==> src/rtl/ctrl_trace_encoder_pkg.sv <==
// Shared opcode and trace-frame constants for the control-bundle trace encoder.
// Latency: n/a (constants only); frame length selected by macro TRACE_PC_EN.
// Backpressure: n/a.
package ctrl_trace_encoder_pkg;

    // RISC-V opcode classes, shared with the opcode decoder.
    localparam logic [6:0] OPC_JAL       = 7'b1101111;
    localparam logic [6:0] OPC_JALR      = 7'b1100111;
    localparam logic [6:0] OPC_BRANCH    = 7'b1100011;
    localparam logic [6:0] OPC_LOAD      = 7'b0000011;
    localparam logic [6:0] OPC_STORE     = 7'b0100011;
    localparam logic [6:0] OPC_ECALL     = 7'b1110011;
    localparam logic [6:0] OPC_ARITH     = 7'b0110011;
    localparam logic [6:0] OPC_ARITH_IMM = 7'b0010011;
    localparam logic [6:0] OPC_NONE      = 7'b0000000;

    // Bit 7 of byte0 flags an inconsistent control bundle.
    localparam int TRACE_ERR_BIT = 7;

`ifdef TRACE_PC_EN
    localparam int TRACE_FRAME_BYTES = 5;
`else
    localparam int TRACE_FRAME_BYTES = 1;
`endif

    localparam int TRACE_REC_W = TRACE_FRAME_BYTES * 8;

    typedef enum logic {
        ST_IDLE,
        ST_SEND
    } ser_state_t;

endpackage

==> src/rtl/ctrl_trace_encoder_if.sv <==
// Retire-side control bundle plus byte-stream trace port.
// Latency: n/a (wiring only).
// Backpressure: tx_ready from the sink stalls the byte stream.
interface ctrl_trace_encoder_if;
    logic        retire_valid;
    logic        is_jal;
    logic        is_jalr;
    logic        branch;
    logic        mem_read;
    logic        mem_to_reg;
    logic        mem_write;
    logic        alu_src;
    logic        write_enable;
    logic        pc_to_reg;
    logic        is_ecall;
    logic [31:0] pc;
    logic        tx_valid;
    logic [7:0]  tx_data;
    logic        tx_ready;

    // Core + sink side.
    modport master (
        output retire_valid, is_jal, is_jalr, branch, mem_read, mem_to_reg,
               mem_write, alu_src, write_enable, pc_to_reg, is_ecall, pc,
               tx_ready,
        input  tx_valid, tx_data
    );

    // Encoder side.
    modport slave (
        input  retire_valid, is_jal, is_jalr, branch, mem_read, mem_to_reg,
               mem_write, alu_src, write_enable, pc_to_reg, is_ecall, pc,
               tx_ready,
        output tx_valid, tx_data
    );
endinterface

==> src/rtl/ctrl_trace_encoder_trace_fifo.sv <==
// Generic synchronous FIFO with full/empty flags.
// Latency: 1 cycle push-to-visible, no empty bypass.
// Backpressure: push while full is accepted only alongside a pop.
module trace_fifo #(
    parameter int WIDTH = 8,
    parameter int DEPTH = 4
) (
    input  logic             clk,
    input  logic             reset_n,
    input  logic             push,
    input  logic [WIDTH-1:0] push_dat,
    input  logic             pop,
    output logic [WIDTH-1:0] pop_dat,
    output logic             full,
    output logic             empty
);
    localparam int AW = $clog2(DEPTH);

    logic [WIDTH-1:0] mem [DEPTH];
    logic [AW:0]      wr_ptr;
    logic [AW:0]      rd_ptr;
    logic             do_push;
    logic             do_pop;

    assign empty   = (wr_ptr == rd_ptr);
    assign full    = (wr_ptr[AW] != rd_ptr[AW]) && (wr_ptr[AW-1:0] == rd_ptr[AW-1:0]);
    assign do_pop  = pop & ~empty;
    assign do_push = push & (~full | do_pop);
    assign pop_dat = mem[rd_ptr[AW-1:0]];

    // Pointers carry a wrap bit; reset flushes contents by realigning them.
    always_ff @(posedge clk or negedge reset_n) begin
        if (!reset_n) begin
            wr_ptr <= '0;
            rd_ptr <= '0;
        end else begin
            if (do_push) wr_ptr <= wr_ptr + 1'b1;
            if (do_pop)  rd_ptr <= rd_ptr + 1'b1;
        end
    end

    // Storage; when full, the write lands in the slot being read out this cycle.
    always_ff @(posedge clk) begin
        if (do_push) mem[wr_ptr[AW-1:0]] <= push_dat;
    end
endmodule

==> src/rtl/ctrl_trace_encoder.sv <==
// Re-encodes retiring control bundles to opcode classes, flags inconsistencies, streams trace bytes (TRACE_PC_EN adds PC).
// Latency: 2 cycles from retire edge to first byte valid; bytes back-to-back within a frame.
// Backpressure: tx_ready stalls the serializer; records arriving at a full buffer are dropped and counted.
module ctrl_trace_encoder
    import ctrl_trace_encoder_pkg::*;
#(
    parameter int FIFO_DEPTH = 4
) (
    input  logic                  clk,
    input  logic                  reset_n,
    ctrl_trace_encoder_if.slave   trc,
    output logic [7:0]            drop_count,
    output logic                  err_seen
);
    localparam logic [2:0] LAST_IDX = 3'(TRACE_FRAME_BYTES - 1);

    logic [6:0]             opcode;
    logic                   err;
    logic [2:0]             cls_cnt;
    logic [TRACE_REC_W-1:0] rec;
    logic [TRACE_REC_W-1:0] fifo_dat;
    logic                   fifo_full;
    logic                   fifo_empty;
    logic                   fifo_pop;
    logic                   rec_drop;
    ser_state_t             state;
    ser_state_t             state_nxt;
    logic [2:0]             idx;
    logic [TRACE_REC_W-1:0] shreg;
    logic                   byte_acc;

    assign cls_cnt = 3'(trc.is_jal) + 3'(trc.is_jalr) + 3'(trc.branch)
                   + 3'(trc.mem_read) + 3'(trc.mem_write) + 3'(trc.is_ecall);

    // Priority re-encode of the control bundle to its opcode class.
    always_comb begin
        opcode = OPC_NONE;
        if (trc.is_jal)                             opcode = OPC_JAL;
        else if (trc.is_jalr)                       opcode = OPC_JALR;
        else if (trc.branch)                        opcode = OPC_BRANCH;
        else if (trc.mem_read)                      opcode = OPC_LOAD;
        else if (trc.mem_write)                     opcode = OPC_STORE;
        else if (trc.is_ecall)                      opcode = OPC_ECALL;
        else if (trc.write_enable && !trc.alu_src)  opcode = OPC_ARITH;
        else if (trc.write_enable && trc.alu_src)   opcode = OPC_ARITH_IMM;
    end

    // Consistency check: any rule violation marks the record.
    always_comb begin
        err = 1'b0;
        if (cls_cnt > 3'd1)                                      err = 1'b1;
        if (trc.mem_to_reg != trc.mem_read)                      err = 1'b1;
        if (trc.pc_to_reg != (trc.is_jal | trc.is_jalr))         err = 1'b1;
        if (trc.write_enable && (trc.branch || trc.mem_write || trc.is_ecall))
                                                                 err = 1'b1;
        if (!trc.alu_src && opcode != OPC_ARITH && opcode != OPC_BRANCH)
                                                                 err = 1'b1;
        if (opcode == OPC_NONE)                                  err = 1'b1;
    end

    // Byte0 sits in the low byte so the frame shifts out LSB-first.
`ifdef TRACE_PC_EN
    assign rec = {trc.pc, err, opcode};
`else
    logic unused_pc;
    assign unused_pc = ^trc.pc;
    assign rec = {err, opcode};
`endif

    trace_fifo #(
        .WIDTH (TRACE_REC_W),
        .DEPTH (FIFO_DEPTH)
    ) u_fifo (
        .clk      (clk),
        .reset_n  (reset_n),
        .push     (trc.retire_valid),
        .push_dat (rec),
        .pop      (fifo_pop),
        .pop_dat  (fifo_dat),
        .full     (fifo_full),
        .empty    (fifo_empty)
    );

    assign rec_drop = trc.retire_valid & fifo_full & ~fifo_pop;

    // Drop counter (saturating) and sticky error flag, updated at encode time.
    always_ff @(posedge clk or negedge reset_n) begin
        if (!reset_n) begin
            drop_count <= 8'd0;
            err_seen   <= 1'b0;
        end else begin
            if (rec_drop && drop_count != 8'hFF) drop_count <= drop_count + 8'd1;
            if (trc.retire_valid && err)         err_seen   <= 1'b1;
        end
    end

    // Serializer next-state: pop when idle, advance on each accepted byte.
    always_comb begin
        state_nxt = state;
        fifo_pop  = 1'b0;
        byte_acc  = 1'b0;
        case (state)
            ST_IDLE: begin
                if (!fifo_empty) begin
                    fifo_pop  = 1'b1;
                    state_nxt = ST_SEND;
                end
            end
            ST_SEND: begin
                if (trc.tx_ready) begin
                    byte_acc = 1'b1;
                    if (idx == LAST_IDX) state_nxt = ST_IDLE;
                end
            end
            default: state_nxt = ST_IDLE;
        endcase
    end

    // Serializer state, byte index and shift register.
    always_ff @(posedge clk or negedge reset_n) begin
        if (!reset_n) begin
            state <= ST_IDLE;
            idx   <= 3'd0;
            shreg <= '0;
        end else begin
            state <= state_nxt;
            if (fifo_pop) begin
                shreg <= fifo_dat;
                idx   <= 3'd0;
            end else if (byte_acc) begin
                shreg <= shreg >> 8;
                idx   <= idx + 3'd1;
            end
        end
    end

    assign trc.tx_valid = (state == ST_SEND);
    assign trc.tx_data  = shreg[7:0];
endmodule

==> src/flat_wrapper.sv <==
// flat-port wrapper written by rule: the top's interface ports become plain ports
module ctrl_trace_encoder_flat import ctrl_trace_encoder_pkg::*;
#(
    parameter int FIFO_DEPTH = 4
)
  (clk, reset_n, drop_count, err_seen, trc_retire_valid, trc_is_jal, trc_is_jalr, trc_branch, trc_mem_read, trc_mem_to_reg, trc_mem_write, trc_alu_src, trc_write_enable, trc_pc_to_reg, trc_is_ecall, trc_pc, trc_tx_ready, trc_tx_valid, trc_tx_data);
  ctrl_trace_encoder_if trc_i ();
  input  logic clk;
  input  logic reset_n;
  output logic [7:0] drop_count;
  output logic err_seen;
  input wire logic [$bits(trc_i.retire_valid)-1:0] trc_retire_valid;
  input wire logic [$bits(trc_i.is_jal)-1:0] trc_is_jal;
  input wire logic [$bits(trc_i.is_jalr)-1:0] trc_is_jalr;
  input wire logic [$bits(trc_i.branch)-1:0] trc_branch;
  input wire logic [$bits(trc_i.mem_read)-1:0] trc_mem_read;
  input wire logic [$bits(trc_i.mem_to_reg)-1:0] trc_mem_to_reg;
  input wire logic [$bits(trc_i.mem_write)-1:0] trc_mem_write;
  input wire logic [$bits(trc_i.alu_src)-1:0] trc_alu_src;
  input wire logic [$bits(trc_i.write_enable)-1:0] trc_write_enable;
  input wire logic [$bits(trc_i.pc_to_reg)-1:0] trc_pc_to_reg;
  input wire logic [$bits(trc_i.is_ecall)-1:0] trc_is_ecall;
  input wire logic [$bits(trc_i.pc)-1:0] trc_pc;
  input wire logic [$bits(trc_i.tx_ready)-1:0] trc_tx_ready;
  output wire logic [$bits(trc_i.tx_valid)-1:0] trc_tx_valid;
  output wire logic [$bits(trc_i.tx_data)-1:0] trc_tx_data;
  assign trc_i.retire_valid = trc_retire_valid;
  assign trc_i.is_jal = trc_is_jal;
  assign trc_i.is_jalr = trc_is_jalr;
  assign trc_i.branch = trc_branch;
  assign trc_i.mem_read = trc_mem_read;
  assign trc_i.mem_to_reg = trc_mem_to_reg;
  assign trc_i.mem_write = trc_mem_write;
  assign trc_i.alu_src = trc_alu_src;
  assign trc_i.write_enable = trc_write_enable;
  assign trc_i.pc_to_reg = trc_pc_to_reg;
  assign trc_i.is_ecall = trc_is_ecall;
  assign trc_i.pc = trc_pc;
  assign trc_i.tx_ready = trc_tx_ready;
  assign trc_tx_valid = trc_i.tx_valid;
  assign trc_tx_data = trc_i.tx_data;
  ctrl_trace_encoder #(.FIFO_DEPTH(FIFO_DEPTH)) u_core (.clk(clk), .reset_n(reset_n), .trc(trc_i), .drop_count(drop_count), .err_seen(err_seen));
endmodule
==> config.mk <==
export PLATFORM = sky130hd
export DESIGN_NAME = ctrl_trace_encoder_flat
export DESIGN_NICKNAME = d
export VERILOG_FILES = /design/src/rtl/ctrl_trace_encoder_pkg.sv /design/src/rtl/ctrl_trace_encoder_if.sv /design/src/rtl/ctrl_trace_encoder_trace_fifo.sv /design/src/rtl/ctrl_trace_encoder.sv /design/src/flat_wrapper.sv
export SDC_FILE = /design/constraint.sdc
export NUM_CORES = 1
export LEC_CHECK = 0
export ABC_AREA = 1
export CORE_AREA = 8 8 88 149
export DETAILED_ROUTE_END_ITERATION = 10
export DIE_AREA = 0 0 96 157
export PLACE_DENSITY_LB_ADDON = 0.05
export SYNTH_ARGS = -nofsm -noshare
export SYNTH_HDL_FRONTEND = slang
export SYNTH_SLANG_ARGS = --single-unit
==> constraint.sdc <==
create_clock -name clk -period 2 [get_ports clk]
set_input_delay 0.3 -clock clk [delete_from_list [all_inputs] [get_ports clk]]
set_output_delay 0.3 -clock clk [all_outputs]
set_load 0.05 [all_outputs]
# Word-level counts from Yosys, hierarchy flattened

Memory sizes are Yosys's and may differ from the RTL's.
Cells that the tools add are included.

Bits in registers: 27
Memory bits (writable): 32
Input bits: 46
Output and inout bits: 18
Logic and storage cells: 77
Memories kept: 1

Memory list:

| name              | depth | bits a word | read ports | clocked after Yosys merged registers in | write ports | line                                | RTL |
|---|---|---|---|---|---|---|---|
| u_core.u_fifo.mem | 4     | 8           | 1          | 0                                       | 1           | ctrl_trace_encoder_trace_fifo.sv:19 | `logic [WIDTH-1:0] mem [DEPTH];` |

Add/subtract/negate cells: 9
Magnitude comparators: 1
Equal/unequal tests: 8
Muxes and demuxes: 27
Bitwise operators: 10
Reduce and logical (&&, ||, !) cells: 14

Operators by type and width:

| operator                                                                        | count |
|---|---|
| 7-bit two-way mux                                                               | 7 |
| 8-bit two-way mux                                                               | 2 |
| 1-bit two-way mux                                                               | 14 |
| 3-bit by 1-bit adder with 3-bit output                                          | 4 |
| 3-bit by 1-bit adder with 3-bit output, second input constant                   | 3 |
| 8-bit by 1-bit adder with 8-bit output, second input constant                   | 1 |
| 1-bit logical AND                                                               | 8 |
| 8-bit != test, second input constant                                            | 1 |
| 7-bit zero test                                                                 | 1 |
| 7-bit by 6-bit != test with 1-bit output, second input constant                 | 1 |
| 7-bit != test, second input constant                                            | 1 |
| 3-bit two-way mux                                                               | 2 |
| 5-bit two-way mux                                                               | 1 |
| 1-bit bitwise AND                                                               | 4 |
| 1-bit NOT                                                                       | 4 |
| 3-bit == test                                                                   | 1 |
| 3-bit by 1-bit greater-than comparator with 1-bit output, second input constant | 1 |
| 3-bit zero test                                                                 | 1 |
| 1-bit != test                                                                   | 3 |
| 1-bit by 1-bit adder with 2-bit output                                          | 1 |
| 2-bit == test                                                                   | 1 |
| 1-bit logical OR                                                                | 2 |
| 1-bit OR                                                                        | 2 |
| 1-bit case mux with 2 select lines                                              | 1 |
| other kinds (2)                                                                 | 2 |

# Logic depth before layout (Yosys ltp)

Word-level depth: 15
Depth in mapped cells: 15
Mapped depth without buffers: 15

# By module

From an unflattened synthesis, not the netlist that was laid out.

Cells, all modules: 297
Area, all modules: 2890.3 um^2

By module, submodules not included:

| module             | instances | cells an instance | area each (um^2) | sequential area each (um^2) |
|---|---|---|---|---|
| trace_fifo         | 1         | 137               | 1625.3           | 1111.1 |
| ctrl_trace_encoder | 1         | 160               | 1265.0           | 525.5 |

# Worst setup path after synthesis

No wires, ideal clock.

Path type: input to register
Start point: in trc_is_jalr
End point: mem u_core.u_fifo.mem[0][7] (data pin)
Library setup time: 0.271 ns
Data arrival time: 2.288 ns
Data required time: 1.729 ns
Setup slack: -0.560 ns
Cell stages on the path: 13
Path buffers: 0
Cell sequence: inv_1 -> ha_1 -> inv_1 -> fa_1 -> inv_1 -> ha_1 -> a21oi_1 -> fa_1 -> nand2_1 -> nor2_1 -> nand4_1 -> nor2_1 -> nand2_1

Cells in the longest elaborated chain, start to end: 12
Elaborated cells on any way between the ends: 21
Classes of those cells: add/sub: 5; order compare: 1; eq/ne: 3; mux: 8; bitwise: 1; reduce/logical: 3

Ends and longest elaborated chain:

| item                                                     | line                                | RTL |
|---|---|---|
| start, declared                                          | flat_wrapper.sv:14                  | `input wire logic [$bits(trc_i.is_jalr)-1:0] trc_is_jalr;` |
| 1-bit by 1-bit adder with 2-bit output                   | ctrl_trace_encoder.sv:32            | `assign cls_cnt = 3'(trc.is_jal) + 3'(trc.is_jalr) + 3'(trc.branch)` |
| 3-bit by 1-bit adder with 3-bit output                   | ctrl_trace_encoder.sv:32            |  |
| 3-bit by 1-bit adder with 3-bit output (3 in series)     | ctrl_trace_encoder.sv:33            | `+ 3'(trc.mem_read) + 3'(trc.mem_write) + 3'(trc.is_ecall);` |
| 3-bit by 1-bit greater-than comparator with 1-bit output | ctrl_trace_encoder.sv:51            | `if (cls_cnt > 3'd1) err = 1'b1;` |
| 1-bit two-way mux                                        | ctrl_trace_encoder.sv:51            |  |
| 1-bit two-way mux                                        | ctrl_trace_encoder.sv:52            | `if (trc.mem_to_reg != trc.mem_read) err = 1'b1;` |
| 1-bit two-way mux                                        | ctrl_trace_encoder.sv:53            | `if (trc.pc_to_reg != (trc.is_jal \| trc.is_jalr)) err = 1'b1;` |
| 1-bit two-way mux                                        | ctrl_trace_encoder.sv:54            | `if (trc.write_enable && (trc.branch \|\| trc.mem_write \|\| trc.is_ecall))` |
| 1-bit two-way mux                                        | ctrl_trace_encoder.sv:56            | `if (!trc.alu_src && opcode != OPC_ARITH && opcode != OPC_BRANCH)` |
| 1-bit two-way mux *                                      | ctrl_trace_encoder.sv:58            | `if (opcode == OPC_NONE) err = 1'b1;` |
| net u_core.err                                           | ctrl_trace_encoder.sv:18            | `logic err;` |
| end, declared                                            | ctrl_trace_encoder_trace_fifo.sv:19 |  |

The timed path passes the listed nets; every way through them passes the cells marked *.

# Worst setup path after layout

Start point: in trc_is_jal
End point: mem u_core.u_fifo.mem[3][7] (data pin)

Cells in the longest elaborated chain, start to end: 12
Elaborated cells on any way between the ends: 20
Classes of those cells: add/sub: 5; order compare: 1; eq/ne: 3; mux: 7; bitwise: 1; reduce/logical: 3

Ends and longest elaborated chain:

| item                                                     | line                     | RTL |
|---|---|---|
| start, declared                                          | flat_wrapper.sv:13       | `input wire logic [$bits(trc_i.is_jal)-1:0] trc_is_jal;` |
| 1-bit by 1-bit adder with 2-bit output                   | ctrl_trace_encoder.sv:32 |  |
| 3-bit by 1-bit adder with 3-bit output                   | ctrl_trace_encoder.sv:32 |  |
| 3-bit by 1-bit adder with 3-bit output (3 in series)     | ctrl_trace_encoder.sv:33 |  |
| 3-bit by 1-bit greater-than comparator with 1-bit output | ctrl_trace_encoder.sv:51 |  |
| 1-bit two-way mux                                        | ctrl_trace_encoder.sv:51 |  |
| 1-bit two-way mux                                        | ctrl_trace_encoder.sv:52 |  |
| 1-bit two-way mux                                        | ctrl_trace_encoder.sv:53 |  |
| 1-bit two-way mux                                        | ctrl_trace_encoder.sv:54 |  |
| 1-bit two-way mux                                        | ctrl_trace_encoder.sv:56 |  |
| 1-bit two-way mux *                                      | ctrl_trace_encoder.sv:58 |  |
| net u_core.err                                           | ctrl_trace_encoder.sv:18 |  |

Marks and branches as above.

==> results.sh <==
export IMPL_final_core_util_pct=31.8
export IMPL_dieWidth_um=96
export IMPL_power_density_mw_per_mm2=1340
export IMPL_synthDistinctLibCells=25
export IMPL_cts_setup_buffers=0
export IMPL_syn2layout_area_growth_pct=30.3
export IMPL_root_buffer="clkbuf_16"
export IMPL_period_minus_slack_ps=2400
export IMPL_min_path_type="in2reg"
export IMPL_drt_initial_drc_count=49
export IMPL_core_sq_mm=0.0110
export IMPL_crit_path_end="u_core.u_fifo.mem[3][7]"
export IMPL_antenna_found_initial=0
export IMPL_outcome="complete, but fails checks"
export IMPL_start_util_pct=24.4
export IMPL_pin_count=64
export IMPL_grt_pass1_wl_mm=10.9
export IMPL_p_leak_nw=1.48
export IMPL_ys_ff_latch=54
export IMPL_cpPeakStageDelay_ps=480
export IMPL_firstDrtPassIters=4
export IMPL_drc=0
export IMPL_finalSetupTns_ps=-1940
export IMPL_cts_sinks=54
export IMPL_ctsHoldBuffers=0
export IMPL_setup_viol=5
export IMPL_path_clk_slew_ps=70
export IMPL_synth_nets=343
export IMPL_synth_avg_cell_area_sq_um=9.50
export IMPL_grt_setup_unrepaired="yes"
export IMPL_nNetsFinal=401
export IMPL_place_congestion=0.739
export IMPL_cp_arrival_ps=2440
export IMPL_wirelength_mm=6.64
export IMPL_grt_use_total_pct=9.62
export IMPL_gr_total_overflow=0
export IMPL_critPathRequiredTime_ps=2040
export IMPL_grt_max_degree=27
export IMPL_regArea_sq_mm=0.00149
export IMPL_fmax_ghz=0.417
export IMPL_finalHoldViolCount=0
export IMPL_path_cells="buf_8 > inv_8 > ha_4 > inv_2 > fa_1 > inv_1 > ha_1 > a21oi_2 > fa_1 > nand2_1 > nor2_1 > nand4_1 > nor2_1 > nand2_2"
export IMPL_synth_edf_count=28
export IMPL_routed_via_density=4.26
export IMPL_num_rows=51
export IMPL_cts_buffer_depth=2
export IMPL_reg2reg_slack_ps=280
export IMPL_async_reset_ff_share_pct=48.1
export IMPL_slowest_stage="fa_1"
export IMPL_r2r_end="u_core.u_fifo.mem[2][7]"
export IMPL_multiInputGateArea_sq_mm=0.00104
export IMPL_grt_pass1_vias=2099
export IMPL_start_kind="input port"
export IMPL_dieArea_sq_mm=0.0151
export IMPL_worst_pin_slew_ps=510
export IMPL_slew_violations=0
export IMPL_critPathKind="in2reg"
export IMPL_drv_cap=0
export IMPL_htreeDepth=2
export IMPL_clock_latency_ps=300
export IMPL_setup_worst_path_start="trc_is_jal"
export IMPL_fin_skew_ps=7.09
export IMPL_r2r_start="u_core.u_fifo.wr_ptr[0]"
export IMPL_synth_top_flop_cell="edfxtp_1"
export IMPL_cts_made_buffers=5
export IMPL_layout_setup_ws_ps=-397
export IMPL_place_ws_ps=-1250
export IMPL_syn_inst=284
export IMPL_cp_max_fo=5
export IMPL_violations="setup timing"
export IMPL_r2r_cells=9
export IMPL_seq_area_frac_synth_pct=55.3
export IMPL_cts_tree="yes"
export IMPL_syn_cell_area_sq_mm=0.00270
export IMPL_wl_per_cell_um=14.0
export IMPL_worstSetupEndpointType="flop"
export IMPL_ant_nets=0
export IMPL_fillers=1175
export IMPL_fin_area_sq_mm=0.00351
export IMPL_yosys_warnings=0
export IMPL_place_area_sq_mm=0.00336
export IMPL_fin_crit_sh_pct=120
export IMPL_num_antenna_cells=0
export IMPL_io_buffer_count=31
export IMPL_slew_headroom_pct=65.9
export IMPL_layout_drive_gt1_share_pct=16.6
export IMPL_fp_dieH_um=157
export IMPL_ir_drop_uv=530
export IMPL_num_vias=2023
export IMPL_hpwl_mm=5.12
==> cell usage after synthesis (3+ instances only) <==
| cell type | n | area [sq um] |
|---|---|---|
| nand2_1 | 61 | 229 |
| nor2_1 | 39 | 146 |
| inv_1 | 38 | 143 |
| edfxtp_1 | 28 | 841 |
| dfrtp_1 | 26 | 651 |
| o21ai_0 | 20 | 100 |
| nand3_1 | 12 | 60.1 |
| ha_1 | 11 | 138 |
| xor2_1 | 8 | 70.1 |
| o21ai_2 | 7 | 61.3 |
| o22ai_1 | 7 | 43.8 |
| xnor2_1 | 5 | 43.8 |
| a21oi_1 | 3 | 15.0 |
==> kinds of logic after synthesis <==
family / Yosys count / synth area share (%)
buf+inv: 46 / 7.00
fa+ha+maj: 13 / 6.59
xor+xnor: 13 / 4.22
flops: 54 / 55.3
simple gates: 120 / 18.6
compound gates: 38 / 8.35
==> worst min-delay path by stage <==
stage                    start                       to  slack, ps  cells after the start
6_report            trc_is_jal  u_core.u_fifo.mem[3][3]        350                      2
5_1_grt             trc_is_jal  u_core.u_fifo.mem[1][3]        360                      2
4_1_cts             trc_is_jal  u_core.u_fifo.mem[1][3]        340                      2
3_5_place_dp   u_core.err_seen          u_core.err_seen        460                      2
3_3_place_gp   u_core.err_seen          u_core.err_seen        470                      2
2_1_floorplan          reset_n     u_core.drop_count[0]          4                      0
==> timing repair <==
action	4_1_cts	5_1_grt
setup endpoints to repair	5	5
gates resized for setup	17	2
pin swaps	3	2
==> registers in the layout (all words and copies together), names as in the netlist <==
register	flops
u_core.idx	3
u_core.drop_count	8
u_core.trc.tx_valid	1
u_core.u_fifo.mem	28
u_core.u_fifo.wr_ptr	3
u_core.err_seen	1
u_core.trc.tx_data	7
u_core.u_fifo.rd_ptr	3
==> placed cells by master, fill, tap and decap left out, drive strengths merged, types with 3 or more instances in the layout <==
master          n
o21ai          28
buf            28
o22ai           7
inv            40
nor2           39
ha             11
a21oi           3
dfrtp          26
clkdlybuf4s50  27
xor2            8
nor3            3
edfxtp         28
nand3          14
xnor2           5
nand2          62
clkbuf          5
==> worst max-delay path: cells and delay by family <==
kind / cells / cell delay (ps)
adder cells (fa/ha/maj): 4 / 1480
AND/OR/NAND/NOR: 5 / 430
buffers and inverters: 4 / 190
AO/OA/AOI/OAI: 1 / 60
==> power breakdown <==
part / total (W) / switching (W) / internal [W]
Clock: 0.000880 / 0.000416 / 0.000464
Sequential: 0.00169 / 0.000214 / 0.00148
Combinational: 0.00212 / 0.00136 / 0.000762
==> stage by stage <==
step                      total power, W  hold WS (ps)  cells
after floorplan                  0.00313          4.41    284
after global placement           0.00391           472    467
after detailed placement         0.00392           461    467
after CTS                        0.00482           342    475
after global routing             0.00509           357    475
final                            0.00470           347    475
==> cell type report <==
| class | instances | share of cell area, % |
|---|---|---|
| sequential | 54 | 42.4 |
| multi-input combinational | 184 | 29.5 |
| timing repair buffer | 57 | 14.6 |
| tap | 132 | 4.70 |
| inverter | 40 | 4.63 |
| clock buffer | 5 | 3.56 |
| clock inverter | 3 | 0.605 |
==> per-layer routing <==
| metal | up-vias | track usage [%] | routed length [um] |
|---|---|---|---|
| li1 | 1027 | - | - |
| met1 | 954 | 9.74 | 2580 |
| met2 | 35 | 17.9 | 3710 |
| met3 | 7 | 1.67 | 206 |
| met4 | 0 | 4.86 | 142 |
| met5 | - | 0 | 0 |
(Power assumes the default switching activity.)
